### src/rtl/spi_cfg_pkg.sv
// Shared widths, state encoding and boot-table entry type for the SPI config sequencer.
package spi_cfg_pkg;

  localparam int unsigned ADDR_W = 13;
  localparam int unsigned DATA_W = 8;
  localparam int unsigned IDX_W  = 8;

  typedef enum logic [2:0] {
    ST_WAIT    = 3'd0,
    ST_B_ISSUE = 3'd1,
    ST_B_WAIT  = 3'd2,
    ST_READY   = 3'd3,
    ST_H_WAIT  = 3'd4
  } seq_state_e;

  typedef struct packed {
    logic [ADDR_W-1:0] addr;
    logic [DATA_W-1:0] data;
  } boot_entry_t;

endpackage

### src/rtl/spi_cfg_rom.sv
// ADC power-up register sequence, indexed by boot-table position.
module spi_cfg_rom
  import spi_cfg_pkg::*;
(
  input  logic [IDX_W-1:0] idx,
  output boot_entry_t      entry
);

  // Fixed lookup; entries beyond the table read as a harmless write of 0 to address 0.
  always_comb begin
    entry = '0;
    case (idx)
      8'd0:    entry = '{addr: 13'h000, data: 8'h18}; // interface config: SDO active, MSB first
      8'd1:    entry = '{addr: 13'h008, data: 8'h00}; // power mode: normal operation
      8'd2:    entry = '{addr: 13'h009, data: 8'h01}; // clock: duty-cycle stabilizer on
      8'd3:    entry = '{addr: 13'h00B, data: 8'h00}; // clock divider: divide by 1
      8'd4:    entry = '{addr: 13'h00D, data: 8'h00}; // test pattern off
      8'd5:    entry = '{addr: 13'h010, data: 8'h00}; // offset adjust: none
      8'd6:    entry = '{addr: 13'h014, data: 8'h01}; // output format: two's complement
      8'd7:    entry = '{addr: 13'h015, data: 8'h00}; // output drive: default
      8'd8:    entry = '{addr: 13'h016, data: 8'h00}; // output clock phase: default
      8'd9:    entry = '{addr: 13'h017, data: 8'h00}; // output delay: none
      8'd10:   entry = '{addr: 13'h018, data: 8'h04}; // input span / vref select
      8'd11:   entry = '{addr: 13'h02E, data: 8'h00}; // output assignment
      8'd12:   entry = '{addr: 13'h030, data: 8'h00}; // features: defaults
      8'd13:   entry = '{addr: 13'h03A, data: 8'h00}; // sync control: disabled
      8'd14:   entry = '{addr: 13'h100, data: 8'h00}; // sample rate override off
      8'd15:   entry = '{addr: 13'h0FF, data: 8'h01}; // transfer: commit shadow registers
      default: entry = '0;
    endcase
  end

endmodule

### src/rtl/spi_cfg_sequencer.sv
// Owns the SPI transaction engine: boot-table replay after reset, then shared host access.
module spi_cfg_sequencer
  import spi_cfg_pkg::*;
#(
  parameter int unsigned NUM_CMDS    = 16,
  parameter int unsigned WAIT_CYCLES = 1000,
  parameter int unsigned TIMEOUT     = 4095
) (
  input  logic              sys_clk,
  input  logic              reset_n,
  input  logic              host_req,
  input  logic              host_rw,
  input  logic [ADDR_W-1:0] host_addr,
  input  logic [DATA_W-1:0] host_wdata,
  output logic              host_ack,
  output logic [DATA_W-1:0] host_rdata,
  input  logic              cfg_restart,
  output logic              cfg_done,
  output logic              cfg_err,
  output logic              spi_start,
  output logic              spi_rw,
  output logic [ADDR_W-1:0] spi_addr,
  output logic [DATA_W-1:0] spi_wdata,
  input  logic              spi_busy,
  input  logic              spi_done,
  input  logic [DATA_W-1:0] spi_rdata
);

  localparam int unsigned WAIT_W = $clog2(WAIT_CYCLES + 1);
  localparam int unsigned TMO_W  = $clog2(TIMEOUT + 1);

  localparam logic [IDX_W-1:0]  LAST_IDX  = IDX_W'(NUM_CMDS - 1);
  localparam logic [WAIT_W-1:0] WAIT_LAST = WAIT_W'(WAIT_CYCLES - 1);
  localparam logic [TMO_W-1:0]  TMO_LAST  = TMO_W'(TIMEOUT - 1);

  seq_state_e        state;
  logic [WAIT_W-1:0] wait_ctr;
  logic [TMO_W-1:0]  tmo_ctr;
  logic [IDX_W-1:0]  idx;
  logic              restart_pend;
  boot_entry_t       rom_entry;

  logic tmo_hit_c;
  logic xfer_end_c;
  logic restart_now_c;

  spi_cfg_rom u_rom (
    .idx   (idx),
    .entry (rom_entry)
  );

  // A real spi_done wins over a timeout landing in the same cycle.
  assign tmo_hit_c     = (tmo_ctr == TMO_LAST) && !spi_done;
  assign xfer_end_c    = spi_done || tmo_hit_c;
  assign restart_now_c = restart_pend || cfg_restart;

  // Sequencer FSM with registered engine/host outputs.
  always_ff @(posedge sys_clk) begin
    if (!reset_n) begin
      state        <= ST_WAIT;
      wait_ctr     <= '0;
      tmo_ctr      <= '0;
      idx          <= '0;
      restart_pend <= 1'b0;
      host_ack     <= 1'b0;
      host_rdata   <= '0;
      cfg_done     <= 1'b0;
      cfg_err      <= 1'b0;
      spi_start    <= 1'b0;
      spi_rw       <= 1'b0;
      spi_addr     <= '0;
      spi_wdata    <= '0;
    end else begin
      spi_start <= 1'b0;
      host_ack  <= 1'b0;

      case (state)
        ST_WAIT: begin
          if (wait_ctr == WAIT_LAST) begin
            state <= ST_B_ISSUE;
          end else begin
            wait_ctr <= wait_ctr + 1'b1;
          end
        end

        ST_B_ISSUE: begin
          // A restart here has nothing in flight, so rewind and issue entry 0 next cycle.
          if (restart_now_c) begin
            idx          <= '0;
            restart_pend <= 1'b0;
          end else if (!spi_busy) begin
            spi_start <= 1'b1;
            spi_rw    <= 1'b0;
            spi_addr  <= rom_entry.addr;
            spi_wdata <= rom_entry.data;
            tmo_ctr   <= '0;
            state     <= ST_B_WAIT;
          end
        end

        ST_B_WAIT: begin
          if (cfg_restart) begin
            restart_pend <= 1'b1;
          end
          if (xfer_end_c) begin
            if (tmo_hit_c) begin
              cfg_err <= 1'b1;
            end
            idx <= idx + 1'b1;
            if (restart_now_c) begin
              idx          <= '0;
              restart_pend <= 1'b0;
              state        <= ST_B_ISSUE;
            end else if (idx == LAST_IDX) begin
              cfg_done <= 1'b1;
              state    <= ST_READY;
            end else begin
              state <= ST_B_ISSUE;
            end
          end else begin
            tmo_ctr <= tmo_ctr + 1'b1;
          end
        end

        ST_READY: begin
          // host_ack high means the requester has not yet dropped host_req for the last ack.
          if (restart_now_c) begin
            cfg_done     <= 1'b0;
            idx          <= '0;
            restart_pend <= 1'b0;
            state        <= ST_B_ISSUE;
          end else if (host_req && !host_ack && !spi_busy) begin
            spi_start <= 1'b1;
            spi_rw    <= host_rw;
            spi_addr  <= host_addr;
            spi_wdata <= host_wdata;
            tmo_ctr   <= '0;
            state     <= ST_H_WAIT;
          end
        end

        ST_H_WAIT: begin
          if (cfg_restart) begin
            restart_pend <= 1'b1;
          end
          if (xfer_end_c) begin
            host_ack <= 1'b1;
            if (tmo_hit_c) begin
              cfg_err    <= 1'b1;
              host_rdata <= '0;
            end else if (spi_rw) begin
              host_rdata <= spi_rdata;
            end
            if (restart_now_c) begin
              cfg_done     <= 1'b0;
              idx          <= '0;
              restart_pend <= 1'b0;
              state        <= ST_B_ISSUE;
            end else begin
              state <= ST_READY;
            end
          end else begin
            tmo_ctr <= tmo_ctr + 1'b1;
          end
        end

        default: state <= ST_WAIT;
      endcase
    end
  end

endmodule

### config.mk
export PLATFORM = sky130hd
export DESIGN_NAME = spi_cfg_sequencer
export DESIGN_NICKNAME = d
export VERILOG_FILES = /design/src/rtl/spi_cfg_pkg.sv /design/src/rtl/spi_cfg_rom.sv /design/src/rtl/spi_cfg_sequencer.sv
export SDC_FILE = /design/constraint.sdc
export NUM_CORES = 1
export LEC_CHECK = 0
export ABC_AREA = 1
export CORE_MARGIN = 2
export CORE_UTILIZATION = 30
export CTS_BUF_LIST = sky130_fd_sc_hd__clkbuf_8
export DETAILED_ROUTE_END_ITERATION = 8
export HOLD_SLACK_MARGIN = 0.1
export PLACE_DENSITY_LB_ADDON = 0.08
export SYNTH_ARGS = -nofsm -noshare
export SYNTH_HDL_FRONTEND = slang
export SYNTH_HIERARCHICAL = 1
export SYNTH_SLANG_ARGS = --single-unit
export TNS_END_PERCENT = 10
### constraint.sdc
create_clock -name sys_clk -period 3.42 [get_ports sys_clk]
set_input_delay 0.684 -clock sys_clk [delete_from_list [all_inputs] [get_ports sys_clk]]
set_output_delay 0.684 -clock sys_clk [all_outputs]
set_load 0.05 [all_outputs]
After elaboration in Yosys (flattened, before gate mapping)
Memory sizes are Yosys's and may differ from the RTL's. A register that Yosys moved wholly into a read port is not among the register bits. Index checks and enable logic that the tools add are counted. Widths: inputs -> output; s select.

Bits of input ports: 36. Word-level logic and storage cells: 124. ROM bits: 208. Bits in registers: 68. Bits in writable memories: 0. Latch bits: 0. Memories: 1.

Reductions and logical operators: 28. Shift operators: 0. Multipliers: 0. Multiplexer cells: 59. Divide/modulo/power cells: 0. Bitwise gates (word level): 1. Magnitude comparators: 0. Eq/ne operators: 19. Add/subtract/negate cells: 3.

Memories: (name not given) (depth 16, width 13, rd ports 1, clocked after Yosys merged registers in 1, write ports 0, line spi_cfg_rom.sv:12) `case (idx)`.

Operators with widths (count): $mux 8 (10); $mux 12 (5); $mux 13 (4); $pmux 12 s3 (1); $pmux 13 s2 (1); $pmux 8 s3 (1); $mux 21 (1); $mux 3 (7); $ne 2x2->1 const B (10); $mux 1 (18); $pmux 8 s2 (1); $pmux 3 s5 (1); $add 12x1->12 const B (1); $eq 12x12->1 const B (1); $reduce_and 6->1 (2); $add 10x1->10 const B (1); $eq 10x10->1 const B (1); $reduce_and 5->1 (2); $reduce_and 3->1 (3); $reduce_bool 3->1 (3); $add 8x1->8 const B (1); $eq 8x4->1 const B (1); $mux 4 (2); $eq 3x2->1 const B (2); other kinds (16) (30).

Logic depth before layout (Yosys ltp)
Gate-level depths: netlist of run 1.

Depth in word-level cells: 7. Gate-level depth with buffers: 11.

By module
The synthesis of run 1 kept the hierarchy.

By module, submodules not included: spi_cfg_sequencer (sequential area each 1361.3 um2, times used 1, cells an instance 528, area an instance 3548.4 um2); spi_cfg_rom (sequential area each 0.0 um2, times used 1, cells an instance 81, area an instance 460.4 um2).

Worst setup path before layout of run 1
Ideal clock, no wire load.

Kind: in2reg. Start point: input spi_done. End point: register tmo_ctr[2]. Cell stages on the path: 7. Arrival time: 1.614 ns. Setup slack: 1.691 ns. Buffers on the path: 2. Cells stage by stage: clkbuf_1 inv_1 nand2_2 nand2_2 buf_2 a21oi_1 nor2_1.

Longest elaborated chain between the ends: 5.

RTL lines: from (decl) (line spi_cfg_sequencer.sv:25) `input logic spi_done,`; $logic_not 1->1 (line spi_cfg_sequencer.sv:53) `assign tmo_hit_c = (tmo_ctr == TMO_LAST) && !spi_done;`; $logic_and 1x1->1 (line spi_cfg_sequencer.sv:53); $logic_or 1x1->1 * (line spi_cfg_sequencer.sv:54) `assign xfer_end_c = spi_done || tmo_hit_c;`; $ne 2x2->1 (no source line) *; $reduce_and 6->1 (no source line) *; to (signal assigned) (line spi_cfg_sequencer.sv:121) `tmo_ctr <= tmo_ctr + 1'b1;`; to (signal assigned) (line spi_cfg_sequencer.sv:163) `tmo_ctr <= tmo_ctr + 1'b1;`; to (decl) (line spi_cfg_sequencer.sv:38) `logic [TMO_W-1:0] tmo_ctr;`.

Mark *: on every way between the ends. The rest lies on a longest branch, timed or not. A chain may end at the register's enable or synchronous reset.

Worst setup path in the final report of run 1
Start point: register spi_rw. End point: output spi_rw.

RTL lines: from (decl) (line spi_cfg_sequencer.sv:21) `output logic spi_rw,`; from (signal assigned) (line spi_cfg_sequencer.sv:134) `spi_rw <= host_rw;`.

No word-level cell between the ends.

==> reports/results.txt, run 1 <==
post-DR wirelength/cell -> 12.4 um
R2R setup slack -> 1.36 ns
reg-to-reg startpoint -> state[1]
antenna violations before repair -> 0
Overflow after GRT -> 0
RSZ-0062 raised after global routing -> false
critical path data required time -> 2.74 ns
Final Hold Fails -> 0
highest clock rate -> 399 MHz
TNS Setup -> 0 ns
kind of critical path -> flop to output port
Least-Margin Pin Slew -> 0.783 ns
Vias -> 3,926
Inserted Clock Buffers -> 9
Max-slew headroom -> 47.6%
dpl cells -> 831
#FFs+latches synth -> 68
maximum VDD drop -> 194 uV
cell area power density -> 566 nW/um2
CP max FO -> 11
Clock power frac -> 29.6%
WHS -> 0.463 ns
Die H -> 120 um
Final min period -> 2.51 ns
final clock skew -> 0.00820 ns
Final nets -> 714
Hold Startpoint -> host_rdata[4]
Core Util, Final -> 38.2%
cell count after synthesis -> 609
cell family with most CP delay -> buffers and inverters
leak pwr -> 2.00 nW
clk slew on worst S/H paths -> 0.07 ns
core footprint -> 13,100 um2
area post-placement -> 4770 um2
Root Buffer -> clkbuf_8
Seq/Total Area, Yosys -> 34.0%
ant diodes -> 0
final non-filler cell total -> 847
DRT iter0 DRCs -> 165
Reg power frac -> 33.9%
combinational share of power -> 36.4%
DIE AREA -> 14,300 um2
Worst R2R End -> cfg_done
EDFF count, synth -> 0
Syn Area/Cell -> 6.58 um2
hold buffer count at cts -> 0
CP startpoint kind -> flop
Initial Utilization -> 30.5%
GRT Overall Usage -> 15.1%
Sw Share -> 39.3%
routed wire length -> 10,500 um
share of cells above drive strength 1 -> 6.71%
routability cong. -> 0.830
fin crit share -> 73.3%
largest net degree at the start of global routing -> 45
post_cts resized -> 0
Hold Path Class -> flop to flop
CP max-delay cell -> clkdlybuf4s50_1
post-DR vias/cell -> 4.64
placed wire-length estimate -> 7390 um
CP arrival -> 1.82 ns
Rows -> 42
# DRC -> 0
post-CTS setup buffer count -> 0
io pins -> 70
CP peak stage delay -> 0.89 ns
# port buffers -> 69
Setup crit end kind -> output port
first drt pass iteration count -> 5
vias in the first global route -> 3,602
Yosys cell types -> 37
outcome -> completed
CP cell instances -> clkdlybuf4s50_1
Critical path buffers and inverters -> 1
clk sink count -> 68
wire length of the first global-routing pass -> 17,300 um
Clock Tree Buf Depth -> 2
predominant post-synthesis flop cell -> dfxtp_1
Die X-Extent -> 120 um
Filler Cells Inserted -> 1,444
Finished Cell Area -> 5020 um2
CTS tree -> yes
Synth Warn # -> 6
total of max-cap violations -> 0
Area Overhead vs Synth -> 25.2%
synthesized area -> 4010 um2
Cell Int Power -> 1.73 mW
WHS Endpoint -> host_rdata[4]
Slew Limit Fails -> 0
Clock Latency Late Sink -> 0.36 ns
Hold Crit Depth -> 2
CTS H-tree depth -> 3
Worst R2R Path Depth -> 10
count of final setup violators -> 0
Net Switching -> 1.12 mW
Antenna Nets Post-Route -> 0
async set-or-reset flop fraction in the synthesized netlist -> 0%
per-stage QoR:
step	setup slack (ns)	power [mW]
after global placement	0.838	2.02
final	0.913	2.84
after floorplan	1.69	1.78
after CTS	0.890	2.89
after global routing	0.803	3.05
after detailed placement	0.812	2.02
power groups by stage:
| stage | combinational (mW) | clock [mW] | sequential [mW] |
|---|---|---|---|
| global route | 1.17 | 0.906 | 0.979 |
| finish | 1.04 | 0.843 | 0.965 |
| detailed placement | 1.04 | 0 | 0.980 |
| floorplan | 0.695 | 0 | 1.08 |
| global placement | 1.04 | 0 | 0.983 |
| CTS | 1.04 | 0.879 | 0.964 |
how the worst max path moves through the flow:
stage	start	endpoint	cells after the start
after floorplan	spi_done	tmo_ctr[2]	7
after global placement	cfg_restart	tmo_ctr[0]	9
after detailed placement	cfg_restart	tmo_ctr[0]	9
after CTS	spi_rw	spi_rw	1
after global routing	spi_rw	spi_rw	1
final	spi_rw	spi_rw	1
cells in the mapped netlist (3+ instances only):
cell	n	share of area, %
a21oi_1	35	4.4
a31oi_1	15	2.3
buf_2	5	0.62
buf_4	14	2.6
clkbuf_1	10	0.94
dfxtp_1	68	34
ha_1	12	3.7
inv_1	54	5.1
nand2_1	177	17
nand2_2	8	1.2
nand3_1	52	6.5
nand3_2	4	1.0
nand4_1	12	1.9
nor2_1	72	6.7
nor2_4	3	0.84
nor3_1	5	0.62
o211a_1	7	1.7
o21ai_0	23	2.9
o21ai_1	3	0.37
or2_2	3	0.47
xor2_1	5	1.1
placed cells by master, fill, tap and decap left out, drive strengths merged:
cell type,count
a21oi,35
clkinv,2
xor2,5
or2,3
o211a,7
o221ai,1
bufinv,3
nand3,56
buf,3
o211ai,2
nand3b,1
nand4,13
ha,12
o21bai,2
o21a,2
dfxtp,68
nor3,5
inv,58
nor2,78
nand2,186
clkdlybuf4s50,69
clkbuf,11
o21ai,26
a31oi,15
conb,8
area by class of cell:
class	instances	area, um2	area share [%]
flip-flops and latches	68	1360	27.1
inverters	58	223	4.44
repair buffers	72	713	14.2
well taps	176	220	4.39
multi-input cells	457	2250	44.9
clock inverters	5	98.8	1.97
clock buffers	11	151	3.02
flip-flops by register name, indices dropped and copies added (netlist names):
name          flops
idx               8
state             3
tmo_ctr          12
spi_addr         13
spi_rw            1
spi_wdata         8
host_rdata        8
restart_pend      1
spi_start         1
host_ack          1
cfg_done          1
cfg_err           1
wait_ctr         10
routing by layer:
| metal | wire [um] | global-route usage (%) |
|---|---|---|
| met1 | 4980 | 19.6 |
| met2 | 4700 | 23.7 |
| met3 | 674 | 4.66 |
| met4 | 144 | 5.74 |
| met5 | 0 | 0 |
kinds of logic (layout without fill, tap and decap cells):
group                      after synthesis  in the layout  synth area share [%]
AOI/OAI and AO/OA                       90             90                  13.2
DFF                                     68             68                  34.0
xor gates and xnor gates                 5              5                  1.09
adders and majority gates               12             12                  3.75
and+or+nand+nor                        342            342                  37.5
buffers and inverters                   91            146                  10.5
other                                    1              8                0.0935
Power figures use the tool's default switching activity.
==> inputs of run 2 (changes only) <==
- clock period: 3.42 -> 2.42 ns (I/O delays scaled with it)
==> run 2 against run 1 <==
- power rose by 36%
- combinational power increased by 51%
- first-iteration DRC count rose by 16%
- utilization up 0.34 points
- sequential power is 41% higher
- highest routed layer unchanged
==> reports/results.txt, run 2 (synthesis gave the netlist of run 1 again) <==
largest net degree at the start of global routing -> 45 (unchanged)
fin crit share -> 83.1%
Slew Limit Fails -> 0 (unchanged)
Die X-Extent -> 120 um (unchanged)
CP startpoint kind -> flop
RSZ-0062 raised after global routing -> false
Vias -> 3,945 (+0.48%)
top flop regs -> spi_addr: 13 flops, tmo_ctr: 12 flops, wait_ctr: 10 flops
most common cell after layout, fill and taps aside -> nand2_1
met1 Resource Use GR -> 21.3% (+1.7 points)
routed wire length -> 10,800 um (+2.8%)
Setup crit end kind -> output port
CP arrival -> 1.53 ns (-0.29 ns)
leak pwr -> 2.03 nW (+1.6%)
count of final setup violators -> 0 (unchanged)
max reg flops -> 13 (unchanged)
CP max-delay cell -> clkdlybuf4s50_1
grt met3 use -> 5.18% (+0.52 points)
CP cell instances -> clkdlybuf4s50_1
Largest Register -> spi_addr
Critical path buffers and inverters -> 1 (unchanged)
highest clock rate -> 497 MHz
final clock skew -> 0.0111 ns (+0.00295 ns)
io pins -> 70 (unchanged)
post-DR wirelength/cell -> 12.6 um (+1.4%)
Initial Utilization -> 30.5% (unchanged)
# DRC -> 0 (unchanged)
Final nets -> 726 (+1.7%)
total of max-cap violations -> 0 (unchanged)
cell area power density -> 764 nW/um2 (+35%)
Die H -> 120 um (unchanged)
clk slew on worst S/H paths -> 0.08 ns (about the same)
CP peak stage delay -> 0.84 ns (-0.05 ns)
post-place setup slack -> 0.256 ns (-0.555 ns)
Hold Path Class -> flop to flop
commonest cells after routing, fill and taps aside -> nand2_1 (177), nor2_1 (72), clkdlybuf4s50_1 (69)
CP max FO -> 2 (-9)
Rows -> 42 (unchanged)
share of cells above drive strength 1 -> 8.35% (+1.6 points)
cell family with most CP delay -> buffers and inverters
kind of critical path -> flop to output port
Clock Latency Late Sink -> 0.36 ns (about the same)
post_cts resized -> 0 (unchanged)
DIE AREA -> 14,300 um2 (unchanged)
maximum VDD drop -> 264 uV (+36%)
# port buffers -> 69 (unchanged)
critical path data required time -> 1.94 ns (-0.80 ns)
Final Power -> 3.87 mW (+36%)
clk sink count -> 68 (unchanged)
Final Hold Fails -> 0 (unchanged)
Final Worst Setup Slack -> 0.408 ns (-0.505 ns)
Final min period -> 2.01 ns
hold buffer count at cts -> 0 (unchanged)
ant diodes -> 0 (unchanged)
TNS Setup -> 0 ns (unchanged)
Antenna Nets Post-Route -> 0 (unchanged)
GRT Overall Usage -> 16.1% (+0.94 points)
outcome -> completed
GR peak layer -> met2
wire length of the first global-routing pass -> 18,600 um (+7.1%)
Area Overhead vs Synth -> 26.4%
Inserted Clock Buffers -> 9 (unchanged)
placed wire-length estimate -> 7690 um (+4.2%)
DRT iter0 DRCs -> 191 (+16%)
routability cong. -> 0.819 (-1.3%)
Overflow after GRT -> 0 (unchanged)
antenna violations before repair -> 0 (unchanged)
met2 Resource Use GR -> 24.6% (+0.89 points)
Max-slew headroom -> 63.9% (+16 points)
CTS H-tree depth -> 3 (unchanged)
first drt pass iteration count -> 4 (-1)
CTS tree -> yes
Clock Tree Buf Depth -> 2 (unchanged)
Core Util, Final -> 38.6% (+0.34 points)
core footprint -> 13,100 um2 (unchanged)
Least-Margin Pin Slew -> 0.539 ns (-0.244 ns)
post-CTS setup buffer count -> 0 (unchanged)
vias in the first global route -> 3,813 (+5.9%)
Root Buffer -> clkbuf_8
post-DR vias/cell -> 4.59 (-0.92%)
[run 2: cell types whose count changed in the layout (fill, tap and decap cells not counted)]
cell / change
buf_12: +1
clkinv_2: +1
bufinv_16: -2
clkbuf_8: -2
clkinvlp_4: +1
buf_4: +11
clkinv_4: +2
[run 2: worst register-to-register path, stage by stage, from the launching register on]
cell and delay [ns]:
dfxtp_1 0.34, inv_1 0.10, ha_1 0.15, inv_1 0.04
nor2_1 0.17, nand3_2 0.15, nand2_2 0.13, nand2_2 0.19
nand2_1 0.29, nand2_1 0.09, a21oi_1 0.12
[run 2: area by class of cell]
type	instances	area, um2
Tap cell	176	220
Clock inverter	7	68.8
Timing Repair Buffer	84	816
Clock buffer	9	124
Inverter	58	223
Sequential cell	68	1360
Multi-Input combinational cell	457	2250
Fill cell	1444	8070
[run 2: power breakdown]
| part | internal, mW | leakage, nW | switching (mW) | total (mW) |
|---|---|---|---|---|
| Clock | 0.472 | 0.100 | 0.475 | 0.947 |
| Sequential | 1.23 | 0.550 | 0.120 | 1.36 |
| Combinational | 0.542 | 1.38 | 1.03 | 1.57 |
| Total | 2.25 | 2.03 | 1.62 | 3.87 |
[run 2: final timing paths]
path                                    start             to  slack (ns)  depth (start not counted)
worst min register to register  host_rdata[4]  host_rdata[4]        0.46                          2
worst max-delay path             spi_wdata[3]   spi_wdata[3]        0.41                          1
worst max register to register     tmo_ctr[0]    tmo_ctr[11]        0.59                         10
worst min-delay path            host_rdata[4]  host_rdata[4]        0.46                          2
[run 2: through the flow]
| stage | area (um2) | hold slack (ns) | std cells |
|---|---|---|---|
| 2_1_floorplan | 4040 | 0.457 | 616 |
| 3_3_place_gp | 4870 | 0.451 | 843 |
| 3_5_place_dp | 4870 | 0.455 | 843 |
| 4_1_cts | 5070 | 0.467 | 859 |
| 5_1_grt | 5070 | 0.480 | 859 |
| 6_report | 5070 | 0.462 | 859 |
[run 2: per-layer routing]
metal | share of wire [%] | vias to the layer above
met5 | 0 | -
met4 | 1.2 | 0
met3 | 6.0 | 10
met2 | 42 | 66
met1 | 50 | 1779
li1 | - | 2090
